File: src/rtl/xxv_tx_ts_matcher.sv
// XXV TX 2-step timestamp matcher: pairs returned timestamps with armed
// tags, classifies each event and streams one record per event.
module xxv_tx_ts_matcher #(
    parameter int PEND_DEPTH  = 8,
    parameter int OUT_DEPTH   = 16,
    parameter int TIMEOUT_CYC = 65535
) (
    input  logic         tx_eth_clk,
    input  logic         tx_eth_rst,
    input  logic [31:0]  ctrl_mon_tdata,
    input  logic         ctrl_mon_tvalid,
    input  logic         ctrl_mon_tready,
    input  logic [95:0]  tx_ts_tdata,
    input  logic         tx_ts_tvalid,
    output logic [127:0] rec_tdata,
    output logic         rec_tvalid,
    output logic         rec_tlast,
    input  logic         rec_tready,
    output logic [6:0]   pend_level,
    output logic [15:0]  cnt_match,
    output logic [15:0]  cnt_mismatch,
    output logic [15:0]  cnt_timeout,
    output logic [15:0]  cnt_orphan,
    output logic [15:0]  cnt_drop
);
    localparam int PAW = $clog2(PEND_DEPTH);
    localparam int OAW = $clog2(OUT_DEPTH);
    localparam logic [PAW:0] PEND_MAX = (PAW+1)'(PEND_DEPTH);
    localparam logic [PAW:0] PEND_ONE = (PAW+1)'(1);
    localparam logic [OAW:0] OUT_MAX  = (OAW+1)'(OUT_DEPTH);
    localparam logic [23:0]  AGE_LAST = 24'(TIMEOUT_CYC - 1);

    typedef enum logic {IDLE, WAIT} state_t;
    state_t state_q, state_d;

    logic [15:0]    pend_mem [PEND_DEPTH];
    logic [PAW-1:0] pend_rd, pend_wr;
    logic [PAW:0]   pend_cnt;
    logic [23:0]    age;
    logic [15:0]    head, ts_tag;
    logic           arm, push, pend_drop;
    logic           ts_hit, tmo, orphan, pop;
    logic           unused_ok;

    assign unused_ok = ^ctrl_mon_tdata[15:2];
    assign ts_tag    = tx_ts_tdata[95:80];
    assign head      = pend_mem[pend_rd];
    assign arm       = ctrl_mon_tvalid & ctrl_mon_tready &
                       (ctrl_mon_tdata[1:0] != 2'd0);
    assign push      = arm & (pend_cnt != PEND_MAX);
    assign pend_drop = arm & (pend_cnt == PEND_MAX);
    assign pop       = ts_hit | tmo;
    assign pend_level = 7'(pend_cnt);

    always_ff @(posedge tx_eth_clk) begin
        if (tx_eth_rst) state_q <= IDLE;
        else            state_q <= state_d;
    end

    always_comb begin
        state_d = state_q;
        unique case (state_q)
            IDLE:    if (push) state_d = WAIT;
            WAIT:    if (pop && !push && pend_cnt == PEND_ONE) state_d = IDLE;
            default: state_d = IDLE;
        endcase
    end

    // A ts beat always pre-empts a timeout landing in the same cycle.
    always_comb begin
        ts_hit = 1'b0;
        tmo    = 1'b0;
        orphan = 1'b0;
        unique case (state_q)
            IDLE: orphan = tx_ts_tvalid;
            WAIT: begin
                ts_hit = tx_ts_tvalid;
                tmo    = !tx_ts_tvalid && (age == AGE_LAST);
            end
            default: ;
        endcase
    end

    always_ff @(posedge tx_eth_clk) begin
        if (tx_eth_rst) begin
            pend_rd  <= '0;
            pend_wr  <= '0;
            pend_cnt <= '0;
            age      <= '0;
        end else begin
            if (push) pend_wr <= pend_wr + 1'b1;
            if (pop)  pend_rd <= pend_rd + 1'b1;
            if (push && !pop)      pend_cnt <= pend_cnt + 1'b1;
            else if (!push && pop) pend_cnt <= pend_cnt - 1'b1;
            if (state_q == WAIT && !pop) age <= age + 1'b1;
            else                         age <= '0;
        end
    end

    always_ff @(posedge tx_eth_clk) begin
        if (push) pend_mem[pend_wr] <= ctrl_mon_tdata[31:16];
    end

    logic        st_vld;
    logic [3:0]  st_code;
    logic [15:0] st_exp, st_rx;
    logic [79:0] st_ts;
    logic [11:0] seq;

    always_ff @(posedge tx_eth_clk) begin
        if (tx_eth_rst) begin
            st_vld  <= 1'b0;
            st_code <= '0;
            st_exp  <= '0;
            st_rx   <= '0;
            st_ts   <= '0;
            seq     <= '0;
        end else begin
            st_vld <= ts_hit | tmo | orphan;
            if (ts_hit) begin
                st_code <= (ts_tag == head) ? 4'd0 : 4'd1;
                st_exp  <= head;
                st_rx   <= ts_tag;
                st_ts   <= tx_ts_tdata[79:0];
            end else if (tmo) begin
                st_code <= 4'd2;
                st_exp  <= head;
                st_rx   <= '0;
                st_ts   <= '0;
            end else if (orphan) begin
                st_code <= 4'd3;
                st_exp  <= '0;
                st_rx   <= ts_tag;
                st_ts   <= tx_ts_tdata[79:0];
            end
            if (st_vld) seq <= seq + 1'b1;
        end
    end

    logic [127:0]   out_mem [OUT_DEPTH];
    logic [OAW-1:0] out_rp, out_wp;
    logic [OAW:0]   out_cnt;
    logic           out_wr, out_rd, out_drop;

    assign out_wr     = st_vld & (out_cnt != OUT_MAX);
    assign out_drop   = st_vld & (out_cnt == OUT_MAX);
    assign rec_tvalid = (out_cnt != '0);
    assign rec_tlast  = rec_tvalid;
    assign out_rd     = rec_tvalid & rec_tready;
    assign rec_tdata  = rec_tvalid ? out_mem[out_rp] : '0;

    always_ff @(posedge tx_eth_clk) begin
        if (tx_eth_rst) begin
            out_rp  <= '0;
            out_wp  <= '0;
            out_cnt <= '0;
        end else begin
            if (out_wr) out_wp <= out_wp + 1'b1;
            if (out_rd) out_rp <= out_rp + 1'b1;
            if (out_wr && !out_rd)      out_cnt <= out_cnt + 1'b1;
            else if (!out_wr && out_rd) out_cnt <= out_cnt - 1'b1;
        end
    end

    always_ff @(posedge tx_eth_clk) begin
        if (out_wr) out_mem[out_wp] <= {seq, st_code, st_exp, st_rx, st_ts};
    end

    always_ff @(posedge tx_eth_clk) begin
        if (tx_eth_rst) begin
            cnt_match    <= '0;
            cnt_mismatch <= '0;
            cnt_timeout  <= '0;
            cnt_orphan   <= '0;
            cnt_drop     <= '0;
        end else begin
            if (ts_hit && ts_tag == head) cnt_match    <= cnt_match + 1'b1;
            if (ts_hit && ts_tag != head) cnt_mismatch <= cnt_mismatch + 1'b1;
            if (tmo)    cnt_timeout <= cnt_timeout + 1'b1;
            if (orphan) cnt_orphan  <= cnt_orphan + 1'b1;
            cnt_drop <= cnt_drop + 16'(pend_drop) + 16'(out_drop);
        end
    end
endmodule

File: config.mk
export PLATFORM = sky130hd
export DESIGN_NAME = xxv_tx_ts_matcher
export DESIGN_NICKNAME = d
export VERILOG_FILES = /design/src/rtl/xxv_tx_ts_matcher.sv
export SDC_FILE = /design/constraint.sdc
export NUM_CORES = 2
export LEC_CHECK = 0
export ABC_AREA = 1
export BUFFER_PORTS_ARGS = -buffer_cell sky130_fd_sc_hd__buf_2
export CAP_MARGIN = 20
export CORE_ASPECT_RATIO = 0.6
export CORE_MARGIN = 5
export CORE_UTILIZATION = 45
export DETAILED_ROUTE_END_ITERATION = 6
export GPL_ROUTABILITY_DRIVEN = 1
export GPL_TIMING_DRIVEN = 0
export MAX_ROUTING_LAYER = met4
export SLEW_MARGIN = 15
export SYNTH_ARGS = -nofsm -noshare
export SYNTH_HDL_FRONTEND = slang
export SYNTH_SLANG_ARGS = --single-unit
File: constraint.sdc
create_clock -name tx_eth_clk -period 8.8 [get_ports tx_eth_clk]
set_clock_uncertainty 0.05 [all_clocks]
set_input_delay 0.44 -clock tx_eth_clk [delete_from_list [all_inputs] [get_ports tx_eth_clk]]
set_output_delay 0.44 -clock tx_eth_clk [all_outputs]
set_load 0.05 [all_outputs]
==> metrics.md <==
| Metric | Value |
|---|---|
| Most frequent cells in the layout | edfxtp_1, nor2_1, o21ai_0, nand2_1, clkbuf_1 |
| Clock sink total | between 2k and 2.5k |
| Gr usage total | 0.2994 |
| Hold Crit Class | primary input to flop |
| Mux contribution to synthesized area | 0 |
| NumNets Final | between 8k and 9k |
| Core area | approximately 210000 µm² |
| Area grow syn2layout | 17.85% |
| GPL Wtd Cong | 0.8878 |
| Sequential share of the synthesized area | 0.7400 |
| Syn_area_per_cell | about 13 µm² |
| Synth Area in XOR/XNOR | 0.004375 |
| Slew headroom | 0.1504 |
| Share of post-route cells with drive strength above 1 | 0.1093 |
| Synth Warn # | 0 |
| Placement Cell Area | roughly 100000 µm² |
| Reg clk slew, reported paths | about 0.07 ns |
| Post-route cell area | between 100000 and 150000 µm² |
| Routed wire per std cell | between 20 and 30 µm |
| Vias | around 68k |
| Final wirelength | 328200 µm |
| Port bufs | 330 |
| DRT iter0 DRCs | ~11k |
| Setup TNS Final | 0 ns |
| H-tree depth | 4 |
| Hold Vio Cnt, Final | 0 |
| RSZ-0062 raised after global routing | no |
| CP Capture Type | output pin |
| Yosys cell types | between 40 and 50 |
| Grt total ovfl | 0 |
| Initial antenna violation count | 12 |
| Worst Path Max Fanout | 10 |
| Post-synth top area share | 0.6843 |
| Critical path startpoint category | flop |
| Post-Synth Adder-Cell Area | 0.003750 |
| DIE WIDTH | about 600 µm |
| Synth Area in Simple Gates | 0.09156 |
| Number of flops mapped to enable cells by yosys | about 2.1k |
| Peak supply drop | 0.0001829 V |
| Complex-gate fraction of the synthesized area | 0.1305 |
| Row cnt | 130 |
| First-pass GRT wire length | 461000 µm |
| Pin count of the biggest net entering global routing | 23 |
| HPWL after DPL | between 200000 and 250000 µm |
| Critical Path Most Common Cell | buf_2 |
| Leading area contributor after synthesis | edfxtp_1 |
| TritonCTS clock tree | done |
| Status | completed |
| Largest family of logic cells by synthesized area | compound AO/OA/AOI/OAI gates |
| Asr flop ratio synth | 0 |
| Leak pwr | 36.90 nW |
| Max Root-Sink Buffers | 4 |
| Overall power | 0.03123 W |
| Via/cell ratio | between 6 and 7 |
| #FFs+latches synth | about 2.4k |
| Power per cell area | about 280 nW/µm² |
| TritonCTS buffer count | between 200 and 250 |
| Drt pass-1 iters | 6 |
| PostCTS Resize Cnt | 0 |
| Post-Syn Area | 94090 µm² |
| Fmax achieved | around 0.16 GHz |
| Die Area | between 200000 and 250000 µm² |
| Max Cap Viol | 0 |
| Die H | between 300 and 400 µm |
| Starting Density | 0.4509 |
| Final hold slack | slightly below 0.1 ns |
| Worst-margin pin slew | ~1.3 ns |
| Vias in the first global route | approximately 63k |
| Cell-by-cell trace of the critical path | buf_2 > buf_2 > buf_2 > clkbuf_2 > clkbuf_1 > nor2_1 > o221ai_1 > nand3_1 > a21oi_1 > buf_2 |
| Crit path DAT | 5.80 ns |
| Slew Viols, Final | 0 |
| Post-CTS Setup Bufs | 0 |
| I/O pin count | 351 |
| Final setup viols | 0 |
| Crit path time final | 6.293 ns |
| Kind of critical path | flop to output pin |
| Slowest cell on the critical path | clkbuf_2 |
| Main synth FF type | edfxtp_1 |
| Root Buffer | clkbuf_16 |
| DRC Markers | 0 |
| Final period utilization | 0.7151 |
| Clk Latency, worst-skew pair | just under 0.9 ns |
| Largest stage delay on the critical path | roughly 0.76 ns |
| Post-route ant nets | 0 |
| Critical Path RT | roughly 8.3 ns |
| Ranking of synthesized cells by area | edfxtp_1, o21ai_0, dfxtp_1 |
| Post-Syn Instances | about 7.4k |
| Most common cell after layout, fill and taps aside | edfxtp_1 |
flip-flops by register name, summed over array words and instances (netlist names), 3 cells and up, named ones only:
name	flops
pend_rd	3
pend_wr	3
out_cnt	5
out_rp	4
out_wp	4
cnt_timeout	16
pend_cnt	4
cnt_orphan	16
cnt_mismatch	16
seq	12
st_exp	16
cnt_match	16
age	24
st_ts	80
cnt_drop	16
st_rx	16
out_mem	2016
pend_mem	128
synth_stat cells (34+ instances only):
cell      instances
inv_1           192
o22ai_1         146
clkbuf_1        456
o221ai_1        358
nor2_1         1192
a21oi_1         330
nand2_1         582
nand4_1          34
dfxtp_1         262
nand3_1         238
edfxtp_1       2144
nor3_1           36
o21ai_0        1056
o211ai_1        147
path summary, 6_finish.rpt:
kind	endpoint	start	cells past startpoint	slack (ns)
worst max-delay path	rec_tdata[75]	flop	10	2.51
worst min-delay path	cnt_orphan[0]	tx_ts_tvalid	4	0.1
worst max register to register	pend_cnt[3]	age[13]	12	5.51
worst min register to register	age[0]	age[0]	1	0.42
critical path, delay by kind of cell, from the launching register on:
kind            cells  cell delay (ns)
compound gates      2             0.76
buf+inv             6             3.25
flops               1             0.39
simple gates        2             0.46
power breakdown:
group | internal (W) | switching (W)
Combinational | 0.00184 | 0.00694
Clock | 0.00539 | 0.00431
Sequential | 0.0126 | 0.000185
Total | 0.0198 | 0.0114
layout make-up:
class	instances	area, µm²
Clock buffer	335	6460
Timing Repair Buffer	586	5882
Buffer	520	2103
Multi-Input combinational cell	4273	21830
Clock inverter	78	720.7
Inverter	202	758.2
Tap cell	2772	3468
Fill cell	17410	97800
Antenna cell	15	37.54
Sequential cell	2406	69630
per-layer routing:
metal	wire length [µm]	global-route usage
met1	136300	0.4349
met5	0	-
met3	43200	0.07452
met2	134300	0.4043
met4	14460	0.1139
metrics by stage:
| step | util | std cells | worst slack [ns] |
|---|---|---|---|
| 3_5_place_dp | 0.4912 | 10640 | 3.638 |
| 5_1_grt | 0.5312 | 11180 | 2.565 |
| 3_3_place_gp | 0.4755 | 10500 | -5.820 |
| 2_1_floorplan | - | 7401 | 2.051 |
| 6_report | 0.5313 | 11190 | 2.507 |
| 4_1_cts | 0.5310 | 11170 | 2.669 |
cell families after synthesis:
family / Yosys count
DFF: 2406
and+or+nand+nor: 2132
AOI/OAI and AO/OA: 2062
buffers and inverters: 722
xor gates and xnor gates: 47
adders and majority gates: 27
other: 1
timing repair:
| item | 4_1_cts | 5_1_grt |
|---|---|---|
| endpoints found under the hold margin | 226 | 0 |
| hold buffers | 113 | 0 |
| endpoints found under the setup margin | 0 | 0 |
No activity file was read; power rests on OpenSTA's default activity.
